<file path="src/rtl/bsr_chain_param.sv">
// Parametrised boundary-scan register: an N_IN input-cell plus N_OUT output-cell
// shift/update chain, with an instruction-mode output mux and a saturating shift counter.
module bsr_chain_param #(
  parameter int                N_IN     = 36,
  parameter int                N_OUT    = 39,
  parameter logic [N_IN-1:0]   IN_SAFE  = '0,
  parameter logic [N_OUT-1:0]  OUT_SAFE = '0,
  parameter int                CNT_W    = 16
) (
  input  logic              CK,
  input  logic              reset,
  input  logic              clockdr,
  input  logic              shiftdr,
  input  logic              updatedr,
  input  logic [1:0]        mode,
  input  logic              TDI,
  input  logic [N_IN-1:0]   pin_in,
  output logic [N_IN-1:0]   core_in,
  input  logic [N_OUT-1:0]  core_out,
  output logic [N_OUT-1:0]  pin_out,
  output logic              TDO,
  output logic [CNT_W-1:0]  shift_cnt
);

  localparam int N = N_IN + N_OUT;

  localparam logic [1:0] MODE_FUNCTIONAL = 2'b00;
  localparam logic [1:0] MODE_SAMPLE     = 2'b01;
  localparam logic [1:0] MODE_EXTEST     = 2'b10;
  localparam logic [1:0] MODE_INTEST     = 2'b11;

  localparam logic [CNT_W-1:0] CNT_MAX = {CNT_W{1'b1}};
  localparam logic [CNT_W-1:0] CNT_ONE = {{(CNT_W-1){1'b0}}, 1'b1};

  logic [N-1:0]     sh_q, sh_d;
  logic [N-1:0]     up_q, up_d;
  logic [CNT_W-1:0] cnt_q, cnt_d;

  // Next-state for shift stage, update stage and shift counter.
  always_comb begin
    sh_d  = sh_q;
    up_d  = up_q;
    cnt_d = cnt_q;
    if (clockdr) begin
      if (shiftdr) begin
        sh_d = {sh_q[N-2:0], TDI};
        if (cnt_q != CNT_MAX) begin
          cnt_d = cnt_q + CNT_ONE;
        end else begin
          cnt_d = cnt_q;
        end
      end else begin
        sh_d  = {core_out, pin_in};
        cnt_d = '0;
      end
    end else begin
      sh_d  = sh_q;
      cnt_d = cnt_q;
    end
    // Update always samples the pre-edge shift stage, even when clockdr acts too.
    if (updatedr) begin
      up_d = sh_q;
    end else begin
      up_d = up_q;
    end
  end

  // State registers; the update stage resets to the pin-safe values.
  always_ff @(posedge CK or posedge reset) begin
    if (reset) begin
      sh_q  <= '0;
      up_q  <= {OUT_SAFE, IN_SAFE};
      cnt_q <= '0;
    end else begin
      sh_q  <= sh_d;
      up_q  <= up_d;
      cnt_q <= cnt_d;
    end
  end

  assign TDO       = sh_q[N-1];
  assign shift_cnt = cnt_q;

  // Instruction-mode mux between live functional paths and the update stage.
  always_comb begin
    core_in = pin_in;
    pin_out = core_out;
    case (mode)
      MODE_FUNCTIONAL, MODE_SAMPLE: begin
        core_in = pin_in;
        pin_out = core_out;
      end
      MODE_EXTEST: begin
        core_in = pin_in;
        pin_out = up_q[N-1:N_IN];
      end
      MODE_INTEST: begin
        core_in = up_q[N_IN-1:0];
        pin_out = core_out;
      end
      default: begin
        core_in = pin_in;
        pin_out = core_out;
      end
    endcase
  end

endmodule

</file>
<file path="config.mk">
export PLATFORM = sky130hd
export DESIGN_NAME = bsr_chain_param
export DESIGN_NICKNAME = d
export VERILOG_FILES = /design/src/rtl/bsr_chain_param.sv
export SDC_FILE = /design/constraint.sdc
export NUM_CORES = 1
export LEC_CHECK = 0
export ABC_AREA = 0
export BUFFER_PORTS_ARGS = -buffer_cell sky130_fd_sc_hd__buf_2
export CORE_ASPECT_RATIO = 1.1
export CORE_UTILIZATION = 50
export CTS_BUF_LIST = sky130_fd_sc_hd__clkbuf_4 sky130_fd_sc_hd__clkbuf_8 sky130_fd_sc_hd__clkbuf_16
export DETAILED_ROUTE_END_ITERATION = 7
export PLACE_DENSITY_LB_ADDON = 0.25
export SLEW_MARGIN = 0
export SYNTH_ARGS = -nofsm -noshare
export SYNTH_HDL_FRONTEND = slang
export SYNTH_SLANG_ARGS = --single-unit
</file>
<file path="constraint.sdc">
create_clock -name CK -period 8.5 [get_ports CK]
set_input_delay 1.275 -clock CK [delete_from_list [all_inputs] [get_ports CK]]
set_output_delay 1.275 -clock CK [all_outputs]
set_load 0.005 [all_outputs]
</file>
=== Word-level counts from Yosys, hierarchy flattened ===
Index checks and enable logic that the tools add are counted.

* Word-level logic and storage cells: 18
* Bits of input ports: 83
* Register bits after elaboration: 166

* Reduce and logical (&&, ||, !) cells: 4
* Equality and inequality tests: 5
* Add/sub/neg operators: 1
* Mux-type cells: 5

{| class="wikitable"
|+ Operators by type and width
! kind !! number
|-
| case mux 39 bit (2 select lines) || 1
|-
| two-way mux 75 bit || 1
|-
| case mux 36 bit (2 select lines) || 1
|-
| two-way mux 16 bit || 2
|-
| adder 16 x 1 -> 16 bit (second input constant) || 1
|-
| != test 16 bit (second input constant) || 1
|-
| OR reduction 3 bit || 2
|-
| == test 2 bit (second input constant) || 2
|-
| == test 2 x 1 -> 1 bit (second input constant) || 1
|-
| zero test 2 bit || 1
|-
| != test 2 x 1 -> 1 bit (second input constant) || 1
|-
| AND reduction 2 bit || 1
|}

=== Longest topological paths before layout ===
Gate-level depths: netlist (run 1).

* Word-level depth: 3
* Mapped depth: 5
* Depth with buffers taken out: 5

=== Least setup slack after synthesis (run 1) ===
No wires, ideal clock.

* Path type: input to output
* Start: input port mode[0]
* End: output port pin_out[28]
* Data required time: 7.225 ns
* Cell stages on the path: 4
* Arrival: 2.471 ns
* Buffers on the path: 2
* Slack: 4.754 ns
* Cells stage by stage: nand2b_1 -> clkbuf_1 -> clkbuf_1 -> mux2_2

* Cells in the longest elaborated chain, start to end: 3
* Elaborated cells on any way between the ends: 6
* Classes of those cells: eq/ne: 3; mux: 1; reduce/logical: 2

{| class="wikitable"
|+ Ends and longest elaborated chain
! element !! line !! source
|-
| from (decl) || 15 || <nowiki>input logic [1:0] mode,</nowiki>
|-
| == test 2 bit, or another cell as far along || 88 || <nowiki>case (mode)</nowiki>
|-
| OR reduction 3 bit (no line) || -- ||
|-
| case mux 39 bit (2 select lines) (*) || 88 ||
|-
| to (decl) || 20 || <nowiki>output logic [N_OUT-1:0] pin_out,</nowiki>
|}

Mark *: on every way between the ends. The rest lies on a longest branch, timed or not.

=== Worst setup path in the final report (run 1) ===
* Start: input port mode[0]
* End: output port pin_out[1]

Same word-level chain as after synthesis.

==> flow_metrics.py, run 1 <==
metrics = {
    "final_layout": {
        "diodes": 0,
        "drive_above_1_share": 0.445,
        "final_area_um2": 9590,
        "final_nets": 911,
        "syn_to_final_growth_pct": 19.5,
    },
    "clocking": {
        "cts_setup_buffers": 0,
        "cts_sinks": 166,
        "post_cts_resized": 0,
        "htree_num_levels": 4,
        "insertion_delay_ns": 0.42,
        "cts_buffer_depth": 2,
        "cts_hold_buf": 0,
        "clock-root-buffer": "clkbuf_16",
        "cts_made_buffers": 17,
        "cts_tree": "yes",
        "path_clk_slew_ns": 0.06,
    },
    "power_and_ir_drop": {
        "ir_drop_mv": 0.150,
        "leakagePower_uw": 0.00428,
        "power_density_nw_per_um2": 223,
        "power.total_uw": 2130,
    },
    "timing": {
        "fmax_ghz": 0.249,
        "hold_violations": 0,
        "rsz0062_at_grt": "false",
        "setup_violations": 0,
        "slew_headroom": 0.306,
        "period_needed_ns": 4.02,
        "skew_ns": 0.00796,
        "worstMarginPinSlew_ns": 1.04,
        "drv_slew": 0,
        "setup_tns_ns": 0,
        "fin_crit_sh": 0.472,
        "whs_ns": 0.507,
    },
    "synth": {
        "synth-seq-area-share": 0.518,
        "synth_top_flop_cell": "dfrtp_1",
        "synth_edf_count": 0,
        "yosysWarnings": 0,
        "synthCells": 675,
        "synth.most_common_cell": "dfrtp_1",
        "synth_cell_type_count": 39,
        "synth_common_cells": "dfrtp_1, mux2_2, nor2_1",
        "ys_ff_latch": 166,
        "yosysTopAreaCell": "dfrtp_1",
        "synth_top_area_share": 0.518,
        "postSynthAreaPerCell_um2": 11.9,
        "ys_top_cells_by_area": "dfrtp_1, mux2_2, mux2i_1",
        "synth-async-reset-ratio": 1.00,
        "synth_nets": 759,
        "netlist_area_um2": 8030,
    },
    "job": {
        "cap_viol_max_count": 0,
    },
    "routing": {
        "first_iter_violations": 293,
        "avgViaCountPerCell": 5.57,
        "first_pass_iters": 4,
        "drcViolationCount": 0,
        "wire_per_inst_um": 17.0,
        "vias": 5793,
        "drt_wl_total_mm": 17.6,
        "postRouteAntennaNets": 0,
    },
    "grt": {
        "grt_pass1_vias": 5726,
        "grt_pass1_wl_mm": 28.4,
        "antenna_found_initial": 0,
        "grt_use_total": 0.220,
        "grt_max_degree": 102,
        "grt.overflow.total": 0,
    },
    "setup_path": {
        "worstPathMaxFanout": 39,
        "reg2reg_setup_slack_ns": 6.27,
        "cp-end-kind": "output port",
        "reg2reg_from": "shift_cnt[0]$_DFFE_PP0P_",
        "worst_ep_arrival_time_ns": 2.74,
        "critPathLaunchType": "input pin",
        "r2r_cells": 5,
        "timing.rr.end": "shift_cnt[13]$_DFFE_PP0P_",
        "criticalPathCategory": "input pin to output port",
        "crit_required_ns": 7.22,
    },
    "placement": {
        "place_congestion": 0.860,
        "io_buffers": 174,
        "dpl.hpwl_mm": 11.5,
        "postPlaceCellArea_um2": 8990,
    },
    "floorplan": {
        "ios": 175,
        "die_area_um2": 16600,
        "start_util": 0.512,
        "dieWidth_um": 123,
        "core_um2": 15700,
        "dieHeight_um": 135,
        "rows": 48,
    },
    "min_path": {
        "hp-class": "flop to flop",
        "holdPathStages": 1,
        "hold_end": "up_q[66]$_DFFE_PP0P_",
        "min_from": "up_q[66]$_DFFE_PP0P_",
    },
    "outcome": {
        "outcome": "complete, no violations",
    },
}
==> how the worst max path moves through the flow <==
stage / to / startpoint / depth (start not counted)
final: pin_out[1] / mode[0] / 4
after global routing: pin_out[10] / mode[0] / 4
after CTS: pin_out[10] / mode[0] / 4
after detailed placement: pin_out[10] / mode[0] / 4
after global placement: core_in[35] / mode[1] / 4
after floorplan: sh_q[0]$_DFFE_PP0P_ / reset / 1
==> sequential cells by signal, summed over array words and instances, names as in the netlist <==
name	flops
up_q	75
sh_q	75
shift_cnt	16
==> cell families after synthesis <==
kind of cell | after synthesis | share of synthesized area
compound gates | 103 | 0.0736
fa+ha+maj | 1 | 0.00156
buf+inv | 52 | 0.0279
flops | 166 | 0.518
mux | 228 | 0.309
simple gates | 125 | 0.0708
==> final cells by class <==
cell class                      instances  area [um^2]
Fill cell                            1263         6080
Sequential cell                       166         4150
Multi-Input combinational cell        457         3650
Timing Repair Buffer                  177          901
Clock buffer                           21          474
Tap cell                              200          250
Clock inverter                         11          125
Inverter                                8         35.0
==> layer usage <==
metal,up-vias,GRT usage,wire length (um)
li1,2727,-,-
met1,2879,0.289,7730
met2,162,0.361,8850
met3,25,0.0359,716
met4,0,0.0888,348
met5,-,0,0
==> cells in the final DEF (no fill, tap or decap), types with 2 or more instances in the layout <==
cell type     n
nor2_1       78
nor3_1        2
bufinv_16     2
nand2_1      15
o31ai_1       2
dfrtp_1     166
clkinv_4      2
nand4_1       6
and4_2        2
o21ai_0       8
a22o_1        7
clkinvlp_4    5
mux2i_1      76
buf_4         6
clkbuf_8      3
buf_2       171
o211ai_1      2
clkbuf_16    17
or4_4         2
mux2_2      151
o221ai_1      3
clkinv_2      2
inv_1         7
nand3_1       8
a21oi_1      76
==> worst max-delay path, cell delays in order <==
cell and delay [ns]:
buf_2 0.09, nand2b_2 0.80, mux2_2 0.42, buf_2 0.13
==> metrics by stage <==
step | util | cells | setup WS [ns]
final | 0.612 | 1040 | 4.48
after global placement | 0.574 | 1008 | 4.53
after floorplan | - | 675 | 2.73
after global routing | 0.612 | 1040 | 4.38
after detailed placement | 0.574 | 1008 | 4.46
after CTS | 0.612 | 1040 | 4.45
==> power by group <==
group          switching [uW]  total, uW  internal, uW
combinational             157        349           192
sequential                100       1010           912
clock                     314        773           459
(Power assumes the default switching activity.)
==> inputs of run 2 (changes only) <==
Clock period 8.5 ns to 3.9 ns, I/O delays scaled along.
==> run 2 against run 1 <==
Against the previous run: first-iteration DRC count grew 7.8%; sequential share of layout area shrank 0.54 points; count of clock-buffer cells in the layout shrank 4; core utilization grew 0.77 points; die area is the same; cell count is essentially flat; register-to-register slack lost 4.6 ns; largest power group unchanged.
==> flow_metrics.py, run 2 (synthesis results as in run 1) <==
metrics = {
    "routing": {
        "drcViolationCount": 0,
        "vias": 5738,
        "first_iter_violations": 316,
        "avgViaCountPerCell": 5.51,
        "first_pass_iters": 4,
        "postRouteAntennaNets": 0,
        "wire_per_inst_um": 16.7,
        "drt_wl_total_mm": 17.4,
    },
    "timing": {
        "fmax_ghz": 0.398,
        "final.setup.worst_slack_ns": 1.39,
        "drv_slew": 0,
        "skew_ns": 0.00701,
        "period_needed_ns": 2.51,
        "setup_tns_ns": 0,
        "rsz0062_at_grt": "false",
        "worstMarginPinSlew_ns": 1.06,
        "slew_headroom": 0.293,
        "setup_violations": 0,
        "hold_violations": 0,
        "fin_crit_sh": 0.645,
    },
    "floorplan": {
        "dieHeight_um": 135,
        "dieWidth_um": 123,
        "start_util": 0.512,
        "die_area_um2": 16600,
        "rows": 48,
        "core_um2": 15700,
        "ios": 175,
    },
    "placement": {
        "place_ws_ns": 1.37,
        "io_buffers": 174,
        "placedCellCount": 1010,
        "place_congestion": 0.834,
        "dpl.hpwl_mm": 11.3,
    },
    "setup_path": {
        "cpMaxStageDelayCell": "nand2_2",
        "critPathLaunchType": "input pin",
        "crit_top_cell": "buf_2",
        "critical_path.max_stage_delay_ns": 0.63,
        "crit_chain": "buf_2 > nand2_2 > mux2_2 > buf_2",
        "crit_required_ns": 3.31,
        "worst_ep_arrival_time_ns": 1.93,
        "cp-end-kind": "output port",
        "criticalPathCategory": "input pin to output port",
        "worstPathMaxFanout": 36,
    },
    "clocking": {
        "cts_tree": "yes",
        "htree_num_levels": 4,
        "cts_setup_buffers": 0,
        "path_clk_slew_ns": 0.06,
        "cts_sinks": 166,
        "insertion_delay_ns": 0.42,
        "cts_made_buffers": 17,
        "cts_hold_buf": 0,
        "clock-root-buffer": "clkbuf_16",
        "post_cts_resized": 0,
        "cts_buffer_depth": 2,
    },
    "final_layout": {
        "layout_common_cells": "buf_2, dfrtp_1, mux2_2, nor2_1",
        "fin_cells": 1041,
        "drive_above_1_share": 0.446,
        "diodes": 0,
        "final_nets": 913,
        "mostFrequentLayoutCell": "buf_2",
        "syn_to_final_growth_pct": 21.0,
    },
    "grt": {
        "grt_pass1_wl_mm": 28.0,
        "grt_use_total": 0.218,
        "grt_pass1_vias": 5652,
        "grt_max_degree": 101,
        "grt.overflow.total": 0,
        "antenna_found_initial": 0,
    },
    "power_and_ir_drop": {
        "leakagePower_uw": 0.00434,
        "clkPwrFrac": 0.395,
        "p_sw_uw": 1230,
        "switching_share": 0.251,
        "p_comb_frac": 0.157,
        "power_density_nw_per_um2": 505,
        "ir_drop_mv": 0.278,
        "p_int_uw": 3670,
        "pwr-share-seq": 0.448,
    },
    "min_path": {
        "hp-class": "input pin to async pin",
    },
    "job": {
        "cap_viol_max_count": 0,
    },
    "outcome": {
        "outcome": "complete, no violations",
    },
}
run 2: cell count changes in the layout (fill, tap and decap cells not counted):
cell and change:
inv_6 -1, clkinv_4 -1, clkbuf_8 -3, buf_12 +2, clkbuf_4 -1, clkinv_2 +1, clkinvlp_4 -1, bufinv_16 +5
run 2: worst max-delay path, delay by kind of cell:
family	cells	cell delay [ns]
buffers and inverters	2	0.24
muxes	1	0.43
and+or+nand+nor	1	0.63
run 2: metal layers:
layer / up-vias / GRT usage / part of all wire
met5: - / 0 / 0
met4: 0 / 0.0698 / 0.012
met3: 18 / 0.0418 / 0.041
met2: 134 / 0.374 / 0.50
met1: 2849 / 0.275 / 0.44
li1: 2737 / - / -
run 2: path summary, 6_finish.rpt:
check                                       endpoint                     start  slack, ns  cells after the start
setup / recovery                         core_in[12]                   mode[1]       1.39                      4
max in group asynchronous       up_q[68]$_DFFE_PP0P_                     reset       2.67                      3
setup reg to reg           shift_cnt[13]$_DFFE_PP0P_  shift_cnt[0]$_DFFE_PP0P_       1.69                      5
hold / removal              shift_cnt[2]$_DFFE_PP0P_                     reset       0.29                      3
min in group CK                  sh_q[0]$_DFFE_PP0P_                       TDI       0.47                      3
hold reg to reg                 up_q[55]$_DFFE_PP0P_      up_q[55]$_DFFE_PP0P_       0.51                      1
run 2: through the flow:
step                      cell area [um^2]  utilization  total power, uW  hold slack (ns)
after CTS                             9710        0.620             4950            0.310
after global placement                9030        0.576             2950            0.486
after floorplan                       8030            -             2690            0.477
after global routing                  9710        0.620             5130            0.320
final                                 9710        0.620             4900            0.288
after detailed placement              9030        0.576             3000            0.492
run 2: cell type report:
class | instances | area [um^2]
multi-input cells | 457 | 3650
repair buffers | 179 | 941
flip-flops and latches | 166 | 4150
well taps | 200 | 250
inverters | 8 | 33.8
fillers | 1249 | 5960
clock buffers | 17 | 425
clock inverters | 14 | 256
run 2: power by group through the flow:
stage	sequential [uW]	combinational (uW)	clock, uW
finish	2200	768	1940
CTS	2190	780	1980
floorplan	2160	530	0
detailed placement	2220	775	0
global route	2230	856	2040
global placement	2200	749	0
==> inputs of run 3 (changes only) <==
Settings changed: CORE_UTILIZATION 50 to 49.
Clock period 3.9 ns to 2.2 ns, I/O delays scaled along.
==> run 3 against run 2 <==
Against the previous run: via count up 1.3%; die area up 2.0%; total power up 73%; global-route usage up 0.12 points; clock power up 65%; cell count up 0.77%; register-to-register slack worse by 1.6 ns; combinational power up 82%; core utilization about the same; largest power group unchanged.
==> flow_metrics.py, run 3 (synthesis results as in run 1) <==
metrics = {
    "outcome": {
        "outcome": "complete, no violations",
    },
    "floorplan": {
        "dieWidth_um": 124,
        "start_util": 0.506,
        "ios": 175,
        "die_area_um2": 16900,
        "dieHeight_um": 136,
        "core_um2": 15900,
        "rows": 48,
    },
    "timing": {
        "rsz0062_at_grt": "false",
        "skew_ns": 0.00571,
        "worstMarginPinSlew_ns": 0.490,
        "drv_slew": 0,
        "setup_violations": 0,
        "fin_crit_sh": 0.955,
        "slew_headroom": 0.670,
        "fmax_ghz": 0.476,
        "whs_ns": 0.0327,
        "hold_violations": 0,
        "period_needed_ns": 2.10,
    },
    "min_path": {
        "hp-class": "input pin to async pin",
    },
    "final_layout": {
        "mostFrequentLayoutCell": "buf_2",
        "final_core_util": 0.620,
        "syn_to_final_growth_pct": 22.4,
        "drive_above_1_share": 0.450,
        "layout_common_cells": "buf_2, dfrtp_1, mux2_2, nor2_1",
        "final_nets": 920,
        "diodes": 0,
        "register_area_um2": 4150,
        "fin_cells": 1049,
        "nFillCells": 1242,
        "final_area_um2": 9820,
        "multiInputGateArea_um2": 3660,
    },
    "setup_path": {
        "criticalPathCategory": "flop to flop",
        "crit_required_ns": 2.50,
        "worstPathMaxFanout": 7,
        "worst_ep_arrival_time_ns": 2.41,
        "cp-end-kind": "flop",
        "critPathLaunchType": "flop",
    },
    "routing": {
        "dr.max_layer_used": "met4",
        "met1_length_mm": 7.80,
        "avgViaCountPerCell": 5.54,
        "vias": 5813,
        "wl_met2_mm": 8.82,
        "drcViolationCount": 0,
        "first_pass_iters": 5,
        "wl_met3_um": 979,
        "first_iter_violations": 302,
        "postRouteAntennaNets": 0,
        "wire_per_inst_um": 17.0,
        "drt_wl_total_mm": 17.8,
    },
    "job": {
        "cap_viol_max_count": 0,
    },
    "clocking": {
        "clock-root-buffer": "clkbuf_16",
        "insertion_delay_ns": 0.42,
        "htree_num_levels": 4,
        "cts_tree": "yes",
        "cts_hold_buf": 0,
        "cts_made_buffers": 17,
        "cts_sinks": 166,
        "path_clk_slew_ns": 0.07,
        "cts_buffer_depth": 2,
    },
    "grt": {
        "grt_pass1_vias": 5736,
        "antenna_found_initial": 0,
        "grt_max_degree": 85,
        "grt_use_total": 0.219,
        "grt.overflow.total": 0,
        "grt_pass1_wl_mm": 28.6,
    },
    "power_and_ir_drop": {
        "power_density_nw_per_um2": 865,
        "ir_drop_mv": 0.522,
        "leakagePower_uw": 0.00439,
    },
    "placement": {
        "io_buffers": 174,
        "dpl.hpwl_mm": 11.7,
        "place_congestion": 0.881,
        "placedCellCount": 1017,
        "postPlaceCellArea_um2": 9170,
    },
}
run 3: changes by cell type in the layout (fill, tap and decap cells not counted), moves of 2 or more:
cell | before | now
clkinv_2 | 3 | 1
buf_12 | 2 | 9
bufinv_16 | 7 | 4
clkbuf_8 | 0 | 3
run 3: repair_timing:
item,CTS,global route
gates resized for setup,0,1
endpoints found under the setup margin,0,9
setup buffers,0,0
hold endpoints to repair,0,0
run 3: critical path: stages (launching register included):
cell	delay, ns
dfrtp_1	0.44
ha_1	0.26
nand4_1	0.15
or4_4	0.59
o21a_4	0.25
mux2_4	0.29
run 3: area by class of cell:
type,count,area share
Inverter,8,0.00344
Tap cell,200,0.0255
Sequential cell,166,0.423
Timing Repair Buffer,186,0.110
Multi-Input combinational cell,457,0.372
Clock inverter,11,0.0176
Clock buffer,21,0.0483
run 3: final timing paths:
kind,end,slack (ns),startpoint,depth (start not counted)
max reg2reg,shift_cnt[0]$_DFFE_PP0P_,0.1,shift_cnt[0]$_DFFE_PP0P_,5
min in group CK,sh_q[0]$_DFFE_PP0P_,0.22,TDI,3
max,shift_cnt[0]$_DFFE_PP0P_,0.1,shift_cnt[0]$_DFFE_PP0P_,5
min,shift_cnt[3]$_DFFE_PP0P_,0.03,reset,3
max in group asynchronous,up_q[5]$_DFFE_PP0P_,1.77,reset,3
min reg2reg,up_q[41]$_DFFE_PP0P_,0.51,up_q[41]$_DFFE_PP0P_,1
run 3: power by group:
part / total, uW / internal [uW] / switching [uW] / leakage [uW]
clock: 3210 / 2000 / 1200 / 0.000305
sequential: 3890 / 3530 / 364 / 0.00186
combinational: 1400 / 771 / 629 / 0.00223
total: 8500 / 6300 / 2200 / 0.00439
run 3: routing by layer:
metal  track usage  vias to the layer above
met1         0.283                     2897
met5             0                        -
li1              -                     2750
met3        0.0554                       17
met2         0.360                      149
met4        0.0668                        0
run 3: per-stage QoR:
stage / total power, uW / worst slack, ns / setup TNS [ns]
after CTS: 8580 / 0.0713 / 0
after global placement: 5250 / 0.184 / 0
after detailed placement: 5340 / 0.0882 / 0
after global routing: 8910 / 0.000119 / 0
final: 8500 / 0.0991 / 0
after floorplan: 4770 / -0.243 / -40.30
